## config.mk

```make
export PLATFORM = sky130hd
export DESIGN_NAME = switch_cfg_loader
export DESIGN_NICKNAME = d
export VERILOG_FILES = /design/src/rtl/switch_cfg_pkg.sv /design/src/rtl/switch_cfg_crc8.sv /design/src/rtl/switch_cfg_loader.sv
export SDC_FILE = /design/constraint.sdc
export NUM_CORES = 1
export LEC_CHECK = 0
export BUFFER_PORTS_ARGS = -buffer_cell sky130_fd_sc_hd__buf_2
export CORE_MARGIN = 2
export CORE_UTILIZATION = 52
export DETAILED_ROUTE_END_ITERATION = 12
export PLACE_DENSITY = 0.82
export SETUP_SLACK_MARGIN = 0.5
export SLEW_MARGIN = 10
export SYNTH_ARGS = -nofsm -noshare
export SYNTH_HDL_FRONTEND = slang
export SYNTH_SLANG_ARGS = --single-unit
```

## constraint.sdc

```tcl
create_clock -name clk -period 2 [get_ports clk]
set_input_delay 0.4 -clock clk [delete_from_list [all_inputs] [get_ports clk]]
set_output_delay 0.4 -clock clk [all_outputs]
set_load 0.005 [all_outputs]
```

## src/rtl/switch_cfg_pkg.sv

```systemverilog
// Shared definitions for the switch-matrix configuration loader:
// entry layout, source-side encodings, FSM states and the CRC-8 step.
package switch_cfg_pkg;

    localparam int ENTRY_W = 6;

    localparam logic [2:0] SRC_OPEN   = 3'd0;
    localparam logic [2:0] SRC_TOP    = 3'd1;
    localparam logic [2:0] SRC_RIGHT  = 3'd2;
    localparam logic [2:0] SRC_BOTTOM = 3'd3;
    localparam logic [2:0] SRC_LEFT   = 3'd4;

    localparam logic [7:0] CRC_POLY = 8'h07;

    typedef enum logic [2:0] {
        ST_IDLE,
        ST_SYNC,
        ST_LOAD,
        ST_CHECK,
        ST_COMMIT
    } state_e;

    // One serial CRC-8 step, MSB-first, no reflection.
    function automatic logic [7:0] crc8_step(input logic [7:0] crc, input logic b);
        logic fb;
        fb = crc[7] ^ b;
        return {crc[6:0], 1'b0} ^ (fb ? CRC_POLY : 8'h00);
    endfunction

endpackage

```

## src/rtl/switch_cfg_crc8.sv

```systemverilog
// Serial CRC-8 accumulator, one bit per enabled cycle.
// Only instantiated when CFG_CRC_EN is defined.
module switch_cfg_crc8
    import switch_cfg_pkg::*;
(
    input  logic       clk,
    input  logic       rst_n,
    input  logic       clr_i,
    input  logic       en_i,
    input  logic       bit_i,
    output logic [7:0] crc_o
);

    logic [7:0] crc_q;
    logic [7:0] crc_d;

    // Clear has priority over accumulating a bit.
    always_comb begin
        crc_d = crc_q;
        if (clr_i) begin
            crc_d = '0;
        end else if (en_i) begin
            crc_d = crc8_step(crc_q, bit_i);
        end
    end

    // CRC register.
    always_ff @(posedge clk or negedge rst_n) begin
        if (!rst_n) begin
            crc_q <= '0;
        end else begin
            crc_q <= crc_d;
        end
    end

    assign crc_o = crc_q;

endmodule

```

## src/rtl/switch_cfg_loader.sv

```systemverilog
// Serial loader for the switch-matrix configuration word.
// Frame: sync word, then one 6-bit entry per pin (MSB first), optionally
// followed by an 8-bit CRC when CFG_CRC_EN is defined.
//
// state     | meaning
// ----------+----------------------------------------------------------
// ST_IDLE   | no frame in progress, waiting for the first bit
// ST_SYNC   | sliding the sync shifter until it holds SYNC_WORD
// ST_LOAD   | shifting payload (and CRC) bits into the shadow register
// ST_CHECK  | one-cycle legality check of the complete shadow register
// ST_COMMIT | copy shadow into cfg_word
module switch_cfg_loader
    import switch_cfg_pkg::*;
#(
    parameter int         N_TB      = 5,
    parameter int         N_LR      = 4,
    parameter logic [7:0] SYNC_WORD = 8'hA5
) (
    input  logic                                   clk,
    input  logic                                   rst_n,
    input  logic                                   in_valid,
    input  logic                                   in_bit,
    output logic                                   in_ready,
    output logic [ENTRY_W*(2*N_TB+2*N_LR)-1:0]     cfg_word,
    output logic                                   cfg_done,
    output logic                                   cfg_err,
    output logic                                   busy
);

    localparam int N_ENT = 2*N_TB + 2*N_LR;
    localparam int CFG_W = ENTRY_W*N_ENT;
`ifdef CFG_CRC_EN
    localparam int CRC_BITS = 8;
`else
    localparam int CRC_BITS = 0;
`endif
    localparam int FRAME_BITS = CFG_W + CRC_BITS;
    localparam int CNT_W      = $clog2(FRAME_BITS);

    state_e               state_q, state_d;
    logic [7:0]           sync_q, sync_d, sync_shift;
    logic [CNT_W-1:0]     cnt_q, cnt_d;
    logic [2:0]           sub_q, sub_d;
    logic [ENTRY_W-2:0]   ent_q, ent_d;
    logic [CFG_W-1:0]     shadow_q, shadow_d;
    logic [CFG_W-1:0]     cfg_word_q;
    logic                 done_q, err_q;
    logic                 accept, in_payload, entry_bad, frame_bad;

    assign accept     = in_valid && in_ready;
    assign in_payload = cnt_q < CNT_W'(CFG_W);
    assign sync_shift = {sync_q[6:0], in_bit};

`ifdef CFG_CRC_EN
    logic [7:0] crc_rx_q, crc_rx_d, crc_calc;

    switch_cfg_crc8 u_crc (
        .clk   (clk),
        .rst_n (rst_n),
        .clr_i (state_q == ST_IDLE),
        .en_i  (accept && (state_q == ST_LOAD) && in_payload),
        .bit_i (in_bit),
        .crc_o (crc_calc)
    );
`endif

    // Legality of every entry: known source, index within that side's width.
    always_comb begin
        entry_bad = 1'b0;
        for (int k = 0; k < N_ENT; k++) begin
            case (shadow_q[ENTRY_W*k +: 3])
                SRC_OPEN: ;
                SRC_TOP, SRC_BOTTOM: begin
                    if (int'(shadow_q[ENTRY_W*k+3 +: 3]) >= N_TB) entry_bad = 1'b1;
                end
                SRC_LEFT, SRC_RIGHT: begin
                    if (int'(shadow_q[ENTRY_W*k+3 +: 3]) >= N_LR) entry_bad = 1'b1;
                end
                default: entry_bad = 1'b1;
            endcase
        end
    end

`ifdef CFG_CRC_EN
    assign frame_bad = entry_bad || (crc_rx_q != crc_calc);
`else
    assign frame_bad = entry_bad;
`endif

    // Next-state and datapath updates; all state holds when no bit transfers.
    always_comb begin
        state_d  = state_q;
        sync_d   = sync_q;
        cnt_d    = cnt_q;
        sub_d    = sub_q;
        ent_d    = ent_q;
        shadow_d = shadow_q;
`ifdef CFG_CRC_EN
        crc_rx_d = crc_rx_q;
`endif
        case (state_q)
            ST_IDLE, ST_SYNC: begin
                if (accept) begin
                    sync_d  = sync_shift;
                    state_d = (sync_shift == SYNC_WORD) ? ST_LOAD : ST_SYNC;
                end
            end
            ST_LOAD: begin
                if (accept) begin
                    cnt_d = cnt_q + CNT_W'(1);
                    if (in_payload) begin
                        // Entries are assembled whole and pushed in from the top,
                        // so the first entry received lands at bits [5:0].
                        if (sub_q == 3'd5) begin
                            shadow_d = {ent_q, in_bit, shadow_q[CFG_W-1:ENTRY_W]};
                            sub_d    = '0;
                        end else begin
                            ent_d = {ent_q[ENTRY_W-3:0], in_bit};
                            sub_d = sub_q + 3'd1;
                        end
                    end
`ifdef CFG_CRC_EN
                    else begin
                        crc_rx_d = {crc_rx_q[6:0], in_bit};
                    end
`endif
                    if (cnt_q == CNT_W'(FRAME_BITS-1)) state_d = ST_CHECK;
                end
            end
            ST_CHECK: begin
                state_d = frame_bad ? ST_IDLE : ST_COMMIT;
                sync_d  = '0;
                cnt_d   = '0;
                sub_d   = '0;
            end
            ST_COMMIT: begin
                state_d = ST_IDLE;
            end
            default: state_d = ST_IDLE;
        endcase
    end

    // FSM and frame-assembly registers.
    always_ff @(posedge clk or negedge rst_n) begin
        if (!rst_n) begin
            state_q  <= ST_IDLE;
            sync_q   <= '0;
            cnt_q    <= '0;
            sub_q    <= '0;
            ent_q    <= '0;
            shadow_q <= '0;
`ifdef CFG_CRC_EN
            crc_rx_q <= '0;
`endif
        end else begin
            state_q  <= state_d;
            sync_q   <= sync_d;
            cnt_q    <= cnt_d;
            sub_q    <= sub_d;
            ent_q    <= ent_d;
            shadow_q <= shadow_d;
`ifdef CFG_CRC_EN
            crc_rx_q <= crc_rx_d;
`endif
        end
    end

    // Committed word and result pulses; done rises together with the new word.
    always_ff @(posedge clk or negedge rst_n) begin
        if (!rst_n) begin
            cfg_word_q <= '0;
            done_q     <= 1'b0;
            err_q      <= 1'b0;
        end else begin
            if (state_q == ST_COMMIT) cfg_word_q <= shadow_q;
            done_q <= (state_q == ST_COMMIT);
            err_q  <= (state_q == ST_CHECK) && frame_bad;
        end
    end

    assign cfg_word = cfg_word_q;
    assign cfg_done = done_q;
    assign cfg_err  = err_q;
    assign in_ready = (state_q == ST_IDLE) || (state_q == ST_SYNC) || (state_q == ST_LOAD);
    assign busy     = (state_q != ST_IDLE);

endmodule
```

* Word-level counts from Yosys, hierarchy flattened
Cells that the tools add are included.
W data, S select, Z words.
** Cells by class
- Equality and inequality tests :: 83
- Bitwise operators :: 1
- Add/sub/neg operators :: 2
- Shift operators :: 0
- Muxes and demuxes :: 68
- Reduce and logical (&&, ||, !) cells :: 69
- $lt $le $gt $ge :: 37
- $mul :: 0
- Divide/modulo/power cells :: 0
** Operators by type and width (count)
- $eq A3 B2 Y1 const B :: 38
- $ge A3 B3 Y1 const B :: 36
- $reduce_or A2 Y1 :: 37
- $eq A3 B3 Y1 const B :: 20
- $eq A3 B1 Y1 const B :: 19
- $logic_not A3 Y1 :: 19
- $pmux W1 S3 :: 18
- $mux W1 :: 36
- $pmux W7 S2 :: 2
- $mux W3 :: 7
- $mux W7 :: 2
- $pmux W3 S3 :: 1
- $eq A8 B8 Y1 const B :: 1
- $ne A2 B2 Y1 const B :: 4
- $reduce_and A4 Y1 :: 2
- $add A7 B1 Y7 const B :: 1
- $eq A7 B7 Y1 const B :: 1
- $lt A7 B7 Y1 const B :: 1
- $pmux W3 S2 :: 1
- $reduce_and A3 Y1 :: 2
- $reduce_and A2 Y1 :: 2
- $reduce_bool A2 Y1 :: 2
- $add A3 B1 Y3 const B :: 1
- $reduce_bool A3 Y1 :: 1
- other kinds (4) :: 6
** Word-level totals
- Word-level logic and storage cells :: 269
- Bits in latches :: 0
- Register bits :: 243
- Output and inout port bits :: 112
- RAM bits :: 0
- ROM bits :: 0
- Memories kept :: 0
- Bits of input ports :: 4

* Logic depth before layout (Yosys ltp)
Gate-level depths: netlist of the first run.
- Depth in word-level cells :: 39
- Depth in mapped cells :: 8
- Gate-level depth less buffers :: 5

* Worst setup path after synthesis of the first run
Ideal clock, no wire load.
- Kind :: register to register
- Start :: register state_q[2]
- End :: register shadow_q[35]
- Slack :: -0.044 ns
- Data required time :: 1.872 ns
- Arrival :: 1.916 ns
- Path buffers :: 3
- Clock period less this slack :: 2.044 ns
- Stages on the path, launching flop included :: 8
- Library setup time :: 0.128 ns
- Cell sequence :: dfrtp_1 > and3b_1 > buf_2 > o21ai_2 > nor4_4 > buf_4 > buf_4 > mux2_1
** On the way
- Word-level cells in the longest chain between the ends :: 5
- Elaborated cells between the ends (all ways) :: 7
- Classes of those cells :: 2 x eq/ne; 5 x reduce/logical
** Ends and longest elaborated chain
- start: declaration :: line switch_cfg_loader.sv:40 : state_e state_q, state_d;
- start signal: assignment :: line switch_cfg_loader.sv:156 : state_q <= state_d;
- $eq A3 B1 Y1 or $logic_not A3 Y1 (tied branches) :: line switch_cfg_loader.sv:184 : assign in_ready = (state_q == ST_IDLE) || (state_q == ST_SYNC) || (state_q == ST_LOAD);
- $logic_or A1 B1 Y1 (2 in series) :: line switch_cfg_loader.sv:184
- $logic_and A1 B1 Y1 :: line switch_cfg_loader.sv:50 : assign accept = in_valid && in_ready;
- $reduce_and A4 Y1 (no line) *
- end signal: assignment :: line switch_cfg_loader.sv:161 : shadow_q <= shadow_d;
- end: declaration :: line switch_cfg_loader.sv:45 : logic [CFG_W-1:0] shadow_q, shadow_d;
Every way passes the cells marked *; elsewhere a longest branch is shown, timed or not.
A chain may end at the register's enable or synchronous reset.

* Final worst setup path of the first run
- Start :: register state_q[2]
- End :: register shadow_q[32]
Same word-level chain as after synthesis.

==> results.md, run 1 <==
* Status: complete, but fails checks
* Violated checks: negative setup slack
* Post-Syn Nets at 657
* WP data required at 2390 ps
* Crit path DAT at 2440 ps
* Total negative slack at -1107 ps
* Final ANT Viol Nets at 0
* Vias in the first global route at 6987
* Area grow syn2layout at 43.31%
* Synth Area per Inst at 14.91 sq um
* Mapped Area at 9723 sq um
* Mapped Cells at 652
* CTS root buffer: clkbuf_16
* Layout Cells excl Fill at 1121
* Vias per cell at between 6 and 7
* Placement Setup Slack at 84.99 ps
* Post-synthesis async set-or-reset flop share at 100.0%
* I/O Buffers at approximately 120
* Kind of critical path: flip-flop to flip-flop
* Worst-path clk slew at 70 ps
* Final setup viols at 47
* Fin. max-slew vios at 0
* Remaining global-route overflow at 0
* Worst vdd ir at 0.6116 mV
* CTS buffer count at 25
* Clk buf depth at 3
* Post-layout nets at between 800 and 900
* CTS tree: done
* GRT Total Usage at between 20% and 30%
* DRC Markers at 0
* Number of synthesized flops with an enable pin at 0
* Pre-antenna DRT Iters at 5
* Die area at 19810 sq um
* Element type at the critical path start: flip-flop
* Gpl congestion at a little under 0.8
* First-pass GRT wire length at 41520 um
* Skew-Pair Late Insertion Delay at 520 ps
* Core Util, Final at ~75%
* Post-synthesis register bit count at 243
* PwrDens at 746.4 nW/um^2
* Overall Power at 10.40 mW
* Yosys top cell by area: dfrtp_1
* Initial DRC count at 672
* Commonest non-fill, non-tap cells in the layout: dfrtp_1 (240), mux2_4 (219), buf_2 (113)
* Critical Path, Cell by Cell: and3b_2 > o21ai_4 > nor4_4 > buf_4 > buf_12 > buf_12 > buf_12 > buf_16 > mux2_4
* Min Tclk post-route at 2053 ps
* Slowest stage delay, CP at 420 ps
* RSZ-0062 raised after global routing: yes
* Post-route setup slack at -53.00 ps
* Starting Density at between 50 and 60%
* Slowest cell on the critical path: dfrtp_1
* Setup slack, reg-to-reg at -50 ps
* # fillers at 938
* Synth Warn # at 0
* Chip Height at 140.7 um
* Drt total wl at 31240 um
* Final hold viol count at 0
* Most used cell, CP: buf_12
* Clock sinks at 243
* Leak Pwr at between 6 and 7 nW
* N_diodes at 0
* Ys flop type: dfrtp_1
* Max_cap viols at 0
* Top cells by area, synth: dfrtp_1 (63%), mux2_2 (23%), mux2_1 (2.3%)
* Area fraction of the dominant cell type after synthesis at between 60% and 70%
* Initial antenna violation count at 0
* Hold WC Path Type: primary input to flip-flop
* DR WL/cell at 27.87 um
* Clk_skew at about 12 ps
* Core area at 18520 sq um
* HPWL after DPL at 13550 um
* Cell family with most CP delay: buffers and inverters
* Io pins at 116
* Inst Count DP at about 1000
* Die span in x at 140.7 um
* Commonest non-fill, non-tap cell in the layout: dfrtp_1
* CP Capture Type: flip-flop
* H-tree levels at 1
* Cell row count at 50
* Vias at 6976
* F_max at 0.4871 GHz
* Distinct cells, synth at 49
* Max_slew headroom at about two thirds
* Worst Path Buf+Inv at 5
* Share of layout cells above drive strength 1 at 56.93%
* Crit Path Max Fanout at 6
* Slew @ Worst Pin at roughly 510 ps
* Fin crit share at 102.7%
* Sequential area share after synthesis at 62.54%
* Largest net degree at the start of global routing at between 60 and 70
==> registers in the layout, indices dropped and copies added, names as in the netlist <==
name / flops
sub_q: 3
ent_q: 5
shadow_q: 108
cfg_err: 1
cfg_done: 1
cfg_word: 108
state_q: 3
cnt_q: 7
sync_q: 7
==> per-stage QoR <==
step / hold WS (ps) / cell area [sq um]
after floorplan: 104.4 / 9856
after global placement: 336.2 / 10910
after detailed placement: 333.9 / 10910
after CTS: 170.2 / 13070
after global routing: 191.7 / 13930
final: 195.4 / 13930
==> final cells by class <==
class	count	area, sq um	share of cell area, %
sequential	243	6085	43.67
multi-input combinational	379	4407	31.62
timing repair buffer	217	2236	16.05
clock buffer	36	747.0	5.361
tap	234	292.8	2.101
clock inverter	10	160.2	1.149
inverter	2	7.507	0.05387
==> cells in the mapped netlist (3+ instances only) <==
library cell	instances
nand2_1	9
buf_2	12
buf_4	3
nand4_1	8
mux2_1	20
xnor2_1	5
nor3_1	3
a21o_1	3
a21oi_1	16
mux2i_1	3
a22o_1	7
clkbuf_1	13
xor2_1	6
dfrtp_1	243
a211oi_1	4
nor2_1	21
a22oi_1	4
o21ai_0	24
mux2_2	201
or3b_2	6
==> report_power, final <==
part           internal, mW  leakage (nW)  switching, mW  total, mW
Clock                  3.12         0.446           2.00       5.12
Combinational        0.0905          3.15          0.176      0.267
Sequential             4.96          3.36         0.0501       5.01
==> layer usage <==
layer  vias up  wire [um]  global-route usage [%]
li1       2818          -                       -
met1      3622      12240                   35.55
met2       416      15520                   44.85
met3       120       2062                   4.789
met4         0       1412                   9.263
met5         -          0                       0
==> cell families (layout without fill, tap and decap cells) <==
group	Yosys count	in the layout	synth area share, %
xor+xnor	11	11	0.9908
simple gates	69	69	4.118
fa+ha+maj	1	1	0.1287
buf+inv	30	265	1.428
compound gates	74	74	4.890
flops	243	243	62.54
mux	224	224	25.90
==> worst paths after layout <==
check | from | endpoint | cells after the start
worst min-delay path | in_bit | shadow_q[102] | 2
worst max-delay path | state_q[2] | shadow_q[32] | 9
worst min register to register | sync_q[6] | sync_q[6] | 1
worst max register to register | state_q[2] | shadow_q[32] | 9
min in group asynchronous | rst_n | cfg_word[25] | 2
max in group asynchronous | rst_n | cfg_word[89] | 3
==> timing repair <==
item / in CTS / in global routing
endpoints found under the hold margin: 44 / 0
resized for setup: 115 / 162
endpoints found under the setup margin: 232 / 238
setup buffers: 32 / 18
gates cloned: 17 / 6
pin swaps: 4 / 12
hold buffers: 1 / 0
Note: power is estimated with default switching activity, not from simulation.
==> run 2, diff against run 1 <==
--- a/config.mk
+++ b/config.mk
@@ -5,6 +5,7 @@
 export SDC_FILE = /design/constraint.sdc
 export NUM_CORES = 1
 export LEC_CHECK = 0
+export ABC_AREA = 1
 export BUFFER_PORTS_ARGS = -buffer_cell sky130_fd_sc_hd__buf_2
 export CORE_MARGIN = 2
 export CORE_UTILIZATION = 52
==> results.md, run 2 <==
* Status: finished, final reports clean
* Ys flop type: dfrtp_1
* Pre-antenna DRT Iters at 6 (+1)
* Total negative slack at 0 ps (+1107 ps)
* # fillers at 1419 (+51%)
* Synth Warn # at 0 (unchanged)
* Final ANT Viol Nets at 0 (unchanged)
* N_diodes at 0 (unchanged)
* Top cells by area, synth: dfrtp_1 (62%), nand2_1 (12%), o21ai_0 (6.6%)
* Commonest cells post-synth: nand2_1 (310), dfrtp_1 (243), inv_1 (134)
* Post-route setup slack at 289.9 ps (+342.9 ps)
* Clock sinks at 243 (unchanged)
* Commonest non-fill, non-tap cells in the layout: nand2_1 (286), dfrtp_1 (241), inv_1 (118)
* Remaining global-route overflow at 0 (unchanged)
* Post-synthesis async set-or-reset flop share at 100.0% (unchanged)
* Final hold viol count at 0 (unchanged)
* Post-Syn Nets at 1060 (+61%)
* Io pins at 116 (unchanged)
* Vias per cell at 5.523 (-11%)
* Final setup viols at 0 (-100%)
* First-pass GRT wire length at 38150 um (-8.1%)
* RSZ-0062 raised after global routing: yes
* Clk buf depth at 3 (unchanged)
* Area fraction of the dominant cell type after synthesis at 61.60% (-0.94 points)
* DRC Markers at 0 (unchanged)
* Chip Height at 141.8 um (+0.74%)
* Gpl congestion at 0.8360 (+5.6%)
* Mapped Area at 9871 sq um (+1.5%)
* Vias in the first global route at 7460 (+6.8%)
* Drt total wl at 26310 um (-16%)
* Share of layout cells above drive strength 1 at 25.78% (-31 points)
* CTS buffer count at 25 (unchanged)
* Fin. max-slew vios at 0 (unchanged)
* Worst-path clk slew at 60 ps (about the same)
* Fin crit share at 85.51% (-17 points)
* Distinct cells, synth at 28 (-43%)
* Reg area at 6083 sq um (about the same)
* Mapped Cells at 1055 (+62%)
* WP data required at 2410 ps (+20 ps)
* Skew-Pair Late Insertion Delay at 520 ps (about the same)
* Die span in x at 141.8 um (+0.74%)
* Leak Pwr at 6.076 nW (-13%)
* Sequential area share after synthesis at 61.60% (-0.94 points)
* Hold WC Path Type: primary input to flip-flop
* Worst R2R Path Depth at 10 (+1)
* Initial antenna violation count at 0 (unchanged)
* Number of synthesized flops with an enable pin at 0 (unchanged)
* Post-synthesis register bit count at 243 (unchanged)
* Count leader, synth: nand2_1
* Core area at 18640 sq um (+0.68%)
* F_max at 0.5848 GHz (+20%)
* Clk_skew at 11.13 ps (-0.5063 ps)
* H-tree levels at 1 (unchanged)
* GRT Total Usage at 23.70% (-3.1 points)
* Synth Area per Inst at 9.356 sq um (-37%)
* HPWL after DPL at 13980 um (+3.1%)
* Hold path depth at 2 (unchanged)
* CP Capture Type: flip-flop
* Crit path DAT at 2120 ps (-320 ps)
* Kind of critical path: flip-flop to flip-flop
* Largest net degree at the start of global routing at 68 (+7.9%)
* Min Tclk post-route at 1710 ps (-342.9 ps)
* Multi-input gate area at 3243 sq um (-26%)
* Slew @ Worst Pin at 502.6 ps (-4.910 ps)
* Area grow syn2layout at 25.54%
* Vias at 8020 (+15%)
* DR WL/cell at 18.12 um (-35%)
* PwrDens at 1015 nW/um^2 (+36%)
* Die area at 20100 sq um (+1.5%)
* Element type at the critical path start: flip-flop
* Max_cap viols at 0 (unchanged)
* Max_slew headroom at 66.49% (+0.68 points)
* Commonest non-fill, non-tap cell in the layout: nand2_1
* Cell row count at 50 (unchanged)
* CTS root buffer: clkbuf_16
* I/O Buffers at 115 (unchanged)
* CTS tree: done
* Crit Path Max Fanout at 9 (+3)
* Yosys top cell by area: dfrtp_1
* Worst vdd ir at 1.012 mV (+65%)
* Post-layout nets at 1210 (+39%)
* Initial DRC count at 647 (-3.7%)
* Starting Density at 52.95% (+0.44 points)
* Placement Setup Slack at 198.8 ps (+113.8 ps)
run 2: cell types whose count changed in the layout (fill, tap and decap cells not counted), moves of 16 or more:
cell	delta
o21ai_1	+64
o21ai_2	+47
inv_2	+18
nand3_1	+31
inv_1	+116
o21ai_0	+93
buf_12	-16
buf_6	-18
mux2_4	-219
nand2_1	+277
run 2: worst max-delay path, cell delays in order (launching register included):
cell and delay, ps:
dfrtp_1 420, inv_2 100, nand2_4 60, nor2_4 120
nand2_2 80, nor2_4 120, nand4_4 150, buf_12 220
clkbuf_16 180, nand2_1 80, o21ai_1 70
run 2: final timing paths:
| check | slack, ps | startpoint | end |
|---|---|---|---|
| max | 290 | state_q[2] | shadow_q[80] |
| min | 170 | in_valid | state_q[0] |
| max reg2reg | 290 | state_q[2] | shadow_q[80] |
| min reg2reg | 480 | cfg_word[20] | cfg_word[20] |
| max in group asynchronous | 900 | rst_n | cfg_word[28] |
| min in group asynchronous | 430 | rst_n | cfg_word[33] |
run 2: kinds of logic (layout without fill, tap and decap cells):
| family | count (synthesis) | count (layout) | synth area share [%] |
|---|---|---|---|
| AND/OR/NAND/NOR | 371 | 372 | 14.93 |
| AO/OA/AOI/OAI | 257 | 258 | 15.00 |
| flip-flops | 243 | 243 | 61.60 |
| buffers and inverters | 182 | 343 | 8.252 |
| adder cells (fa/ha/maj) | 1 | 1 | 0.1267 |
| XOR/XNOR | 1 | 1 | 0.08875 |
run 2: power by group:
part / switching, mW / leakage [nW] / internal, mW
Combinational: 1.51 / 2.36 / 0.917
Sequential: 0.390 / 3.34 / 5.37
Clock: 1.86 / 0.371 / 2.52
Total: 3.77 / 6.08 / 8.81
run 2: layer usage:
layer,track usage (%),part of all wire [%],vias to the layer above
met3,4.084,8.0,66
li1,-,-,3681
met1,32.12,40,3955
met4,6.632,3.1,0
met2,39.83,49,318
met5,0,0,-
run 2: cell type report:
cell class | instances | share of cell area, %
clock buffers | 34 | 5.563
clock inverters | 6 | 0.5048
inverters | 136 | 4.120
multi-input cells | 632 | 26.17
flip-flops and latches | 243 | 49.09
well taps | 234 | 2.363
repair buffers | 167 | 12.19
run 2: timing repair:
| item | 4_1_cts | 5_1_grt |
|---|---|---|
| endpoints found under the hold margin | 55 | 0 |
| buffers inserted | 7 | 9 |
| pin swaps | 4 | 13 |
| endpoints found under the setup margin | 206 | 168 |
| gates cloned | 10 | 14 |
| gates resized for setup | 27 | 85 |
| hold buffers | 1 | 0 |
run 2: metrics by stage:
stage                     cell area, sq um  utilization, %  total power, mW  instances  hold slack, ps
after floorplan                       9879               -            7.006       1055           104.4
after global placement               10660           57.15            7.380       1371           385.7
after detailed placement             10660           57.15            7.470       1371           388.3
after CTS                            11840           63.52            12.17       1429           150.0
after global routing                 12390           66.47            13.14       1452           165.3
final                                12390           66.47            12.58       1452           174.0
==> run 3, diff against run 2 <==
--- a/config.mk
+++ b/config.mk
@@ -11,7 +11,7 @@
 export CORE_UTILIZATION = 52
 export DETAILED_ROUTE_END_ITERATION = 12
 export PLACE_DENSITY = 0.82
-export SETUP_SLACK_MARGIN = 0.5
+export SETUP_SLACK_MARGIN = 0.3
 export SLEW_MARGIN = 10
 export SYNTH_ARGS = -nofsm -noshare
 export SYNTH_HDL_FRONTEND = slang
==> results.md, run 3 (synthesis gave the netlist of run 2 again) <==
* Gpl congestion at 0.7966 (-4.7%)
* Crit path from: state_q[1]
* Vias at 7443 (-7.2%)
* Clk buf depth at 3 (unchanged)
* Element type at the critical path start: flip-flop
* Vias in the first global route at 6978 (-6.5%)
* N_diodes at 0 (unchanged)
* Reg-to-reg critical path startpoint: cnt_q[2]
* Die area at 20100 sq um (unchanged)
* Fin. max-slew vios at 0 (unchanged)
* HPWL after DPL at 13680 um (-2.1%)
* Worst r2r dst: shadow_q[83]
* Starting Density at 52.95% (unchanged)
* WP data required at 1600 ps (-810 ps)
* Clk_skew at 12.52 ps (+1.387 ps)
* Cell row count at 50 (unchanged)
* Initial antenna violation count at 0 (unchanged)
* GRT Total Usage at 21.68% (-2.0 points)
* Crit path to: in_ready
* Die span in x at 141.8 um (unchanged)
* Pre-antenna DRT Iters at 5 (-1)
* Part of the power in registers at 44.8% (-1.0 points)
* Kind of critical path: flip-flop to output port
* Area grow syn2layout at 19.36%
* # fillers at 1488 (+4.9%)
* Inst Count DP at 1370 (-0.073%)
* Skew-Pair Late Insertion Delay at 510 ps (about the same)
* Crit Path Max Fanout at 4 (-5)
* CTS buffer count at 25 (unchanged)
* Layout Cells excl Fill at 1425 (-1.9%)
* Post-layout nets at 1178 (-2.6%)
* CP Capture Type: output port
* RSZ-0062 raised after global routing: yes
* Hold WC Path Type: primary input to flip-flop
* Clock sinks at 243 (unchanged)
* Psw at 3.451 mW (-8.4%)
* DR WL/cell at 15.66 um (-14%)
* Slowest cell on the critical path: dfrtp_2
* Setup slack, reg-to-reg at 390 ps (+100 ps)
* Critical Path, Cell by Cell: a21oi_1 > buf_2
* Worst-path clk slew at 60 ps (about the same)
* CTS root buffer: clkbuf_16
* Remaining global-route overflow at 0 (unchanged)
* Clock power share at 40.3% (+5.4 points)
* Commonest non-fill, non-tap cells in the layout: nand2_1 (306), dfrtp_1 (241), inv_1 (134)
* Core area at 18640 sq um (unchanged)
* Final setup viols at 0 (unchanged)
* Vias per cell at 5.223 (-5.4%)
* Share of layout cells above drive strength 1 at 19.65% (-6.1 points)
* Commonest non-fill, non-tap cell in the layout: nand2_1
* CTS tree: done
* Worst vdd ir at 0.6400 mV (-37%)
* Io pins at 116 (unchanged)
* Logic pwr share at 14.9% (-4.4 points)
* Status: finished, final reports clean
* First-pass GRT wire length at 35360 um (-7.3%)
* Slowest stage delay, CP at 450 ps (+30 ps)
* DRC Markers at 0 (unchanged)
* Leak Pwr at 5.804 nW (-4.5%)
* Min Tclk post-route at 1726 ps (+16.26 ps)
* Crit path DAT at 1330 ps (-790 ps)
* Chip Height at 141.8 um (unchanged)
* Largest net degree at the start of global routing at 87 (+28%)
* Fin crit share at 86.32% (+0.81 points)
* PwrDens at 1080 nW/um^2 (+6.4%)
* Final hold viol count at 0 (unchanged)
* Initial DRC count at 501 (-23%)
* Max_cap viols at 0 (unchanged)
* I/O Buffers at 115 (unchanged)
* Switching part of the total at 27.13% (-2.8 points)
* Max_slew headroom at 63.16% (-3.3 points)
* Final ANT Viol Nets at 0 (unchanged)
* Slew @ Worst Pin at 549.3 ps (+46.73 ps)
* F_max at 0.5792 GHz (-0.94%)
* Total negative slack at 0 ps (unchanged)
* H-tree levels at 1 (unchanged)
* Int Pwr at 9.272 mW (+5.2%)
* Drt total wl at 22310 um (-15%)
* Worst R2R Path Depth at 10 (unchanged)
-- run 3: worst max-delay path: cells and delay by family, from the launching register on --
kind / cells / cell delay, ps
flip-flops: 1 / 450
AO/OA/AOI/OAI: 1 / 220
buffers and inverters: 1 / 150
-- run 3: layout make-up --
type	instances	area, sq um	share of cell area, %
Sequential cell	243	6083	51.64
Multi-Input combinational cell	630	3013	25.57
Timing Repair Buffer	137	952.2	8.082
Clock buffer	36	757.0	6.425
Inverter	136	510.5	4.333
Tap cell	234	292.8	2.485
Clock inverter	9	172.7	1.466
-- run 3: what timing repair did --
item | 4_1_cts | 5_1_grt
gates cloned | 2 | 3
buffers inserted | 4 | 0
setup endpoints to repair | 110 | 120
hold buffers | 1 | 0
pin swaps | 1 | 2
gates resized for setup | 9 | 7
hold endpoints to repair | 42 | 0
-- run 3: routing by layer --
metal,track usage (%),vias to the layer above,share of wire [%]
li1,-,3608,-
met1,30.35,3574,44
met2,35.69,216,48
met3,3.645,45,4.9
met4,5.579,0,2.3
met5,0,-,0
-- run 3: power by group through the flow --
stage	Combinational (mW)	Sequential [mW]	Clock (mW)
6_report	1.89	5.71	5.13
5_1_grt	2.15	5.76	5.41
4_1_cts	1.82	5.70	5.18
3_5_place_dp	1.67	5.77	0
3_3_place_gp	1.62	5.75	0
2_1_floorplan	1.31	5.69	0
-- run 3: worst min path at each step --
stage	cells past startpoint	to	startpoint	slack, ps
after global routing	2	state_q[0]	in_valid	190
after global placement	1	cfg_word[39]	rst_n	330
after floorplan	0	cfg_done	rst_n	100
after detailed placement	1	cfg_word[39]	rst_n	330
after CTS	2	state_q[0]	in_valid	150
final	2	state_q[0]	in_valid	170
-- run 3: stage by stage --
stage / total power, mW / cell area (sq um) / util [%] / hold WS [ps] / setup slack [ps]
after CTS: 12.70 / 11680 / 62.67 / 151.4 / 285.1
after global routing: 13.32 / 11780 / 63.19 / 193.4 / 253.2
final: 12.72 / 11780 / 63.19 / 168.2 / 273.6
after detailed placement: 7.445 / 10620 / 56.95 / 330.5 / 222.8
after floorplan: 7.002 / 9871 / - / 104.4 / 451.9
after global placement: 7.372 / 10620 / 56.95 / 332.5 / 284.7
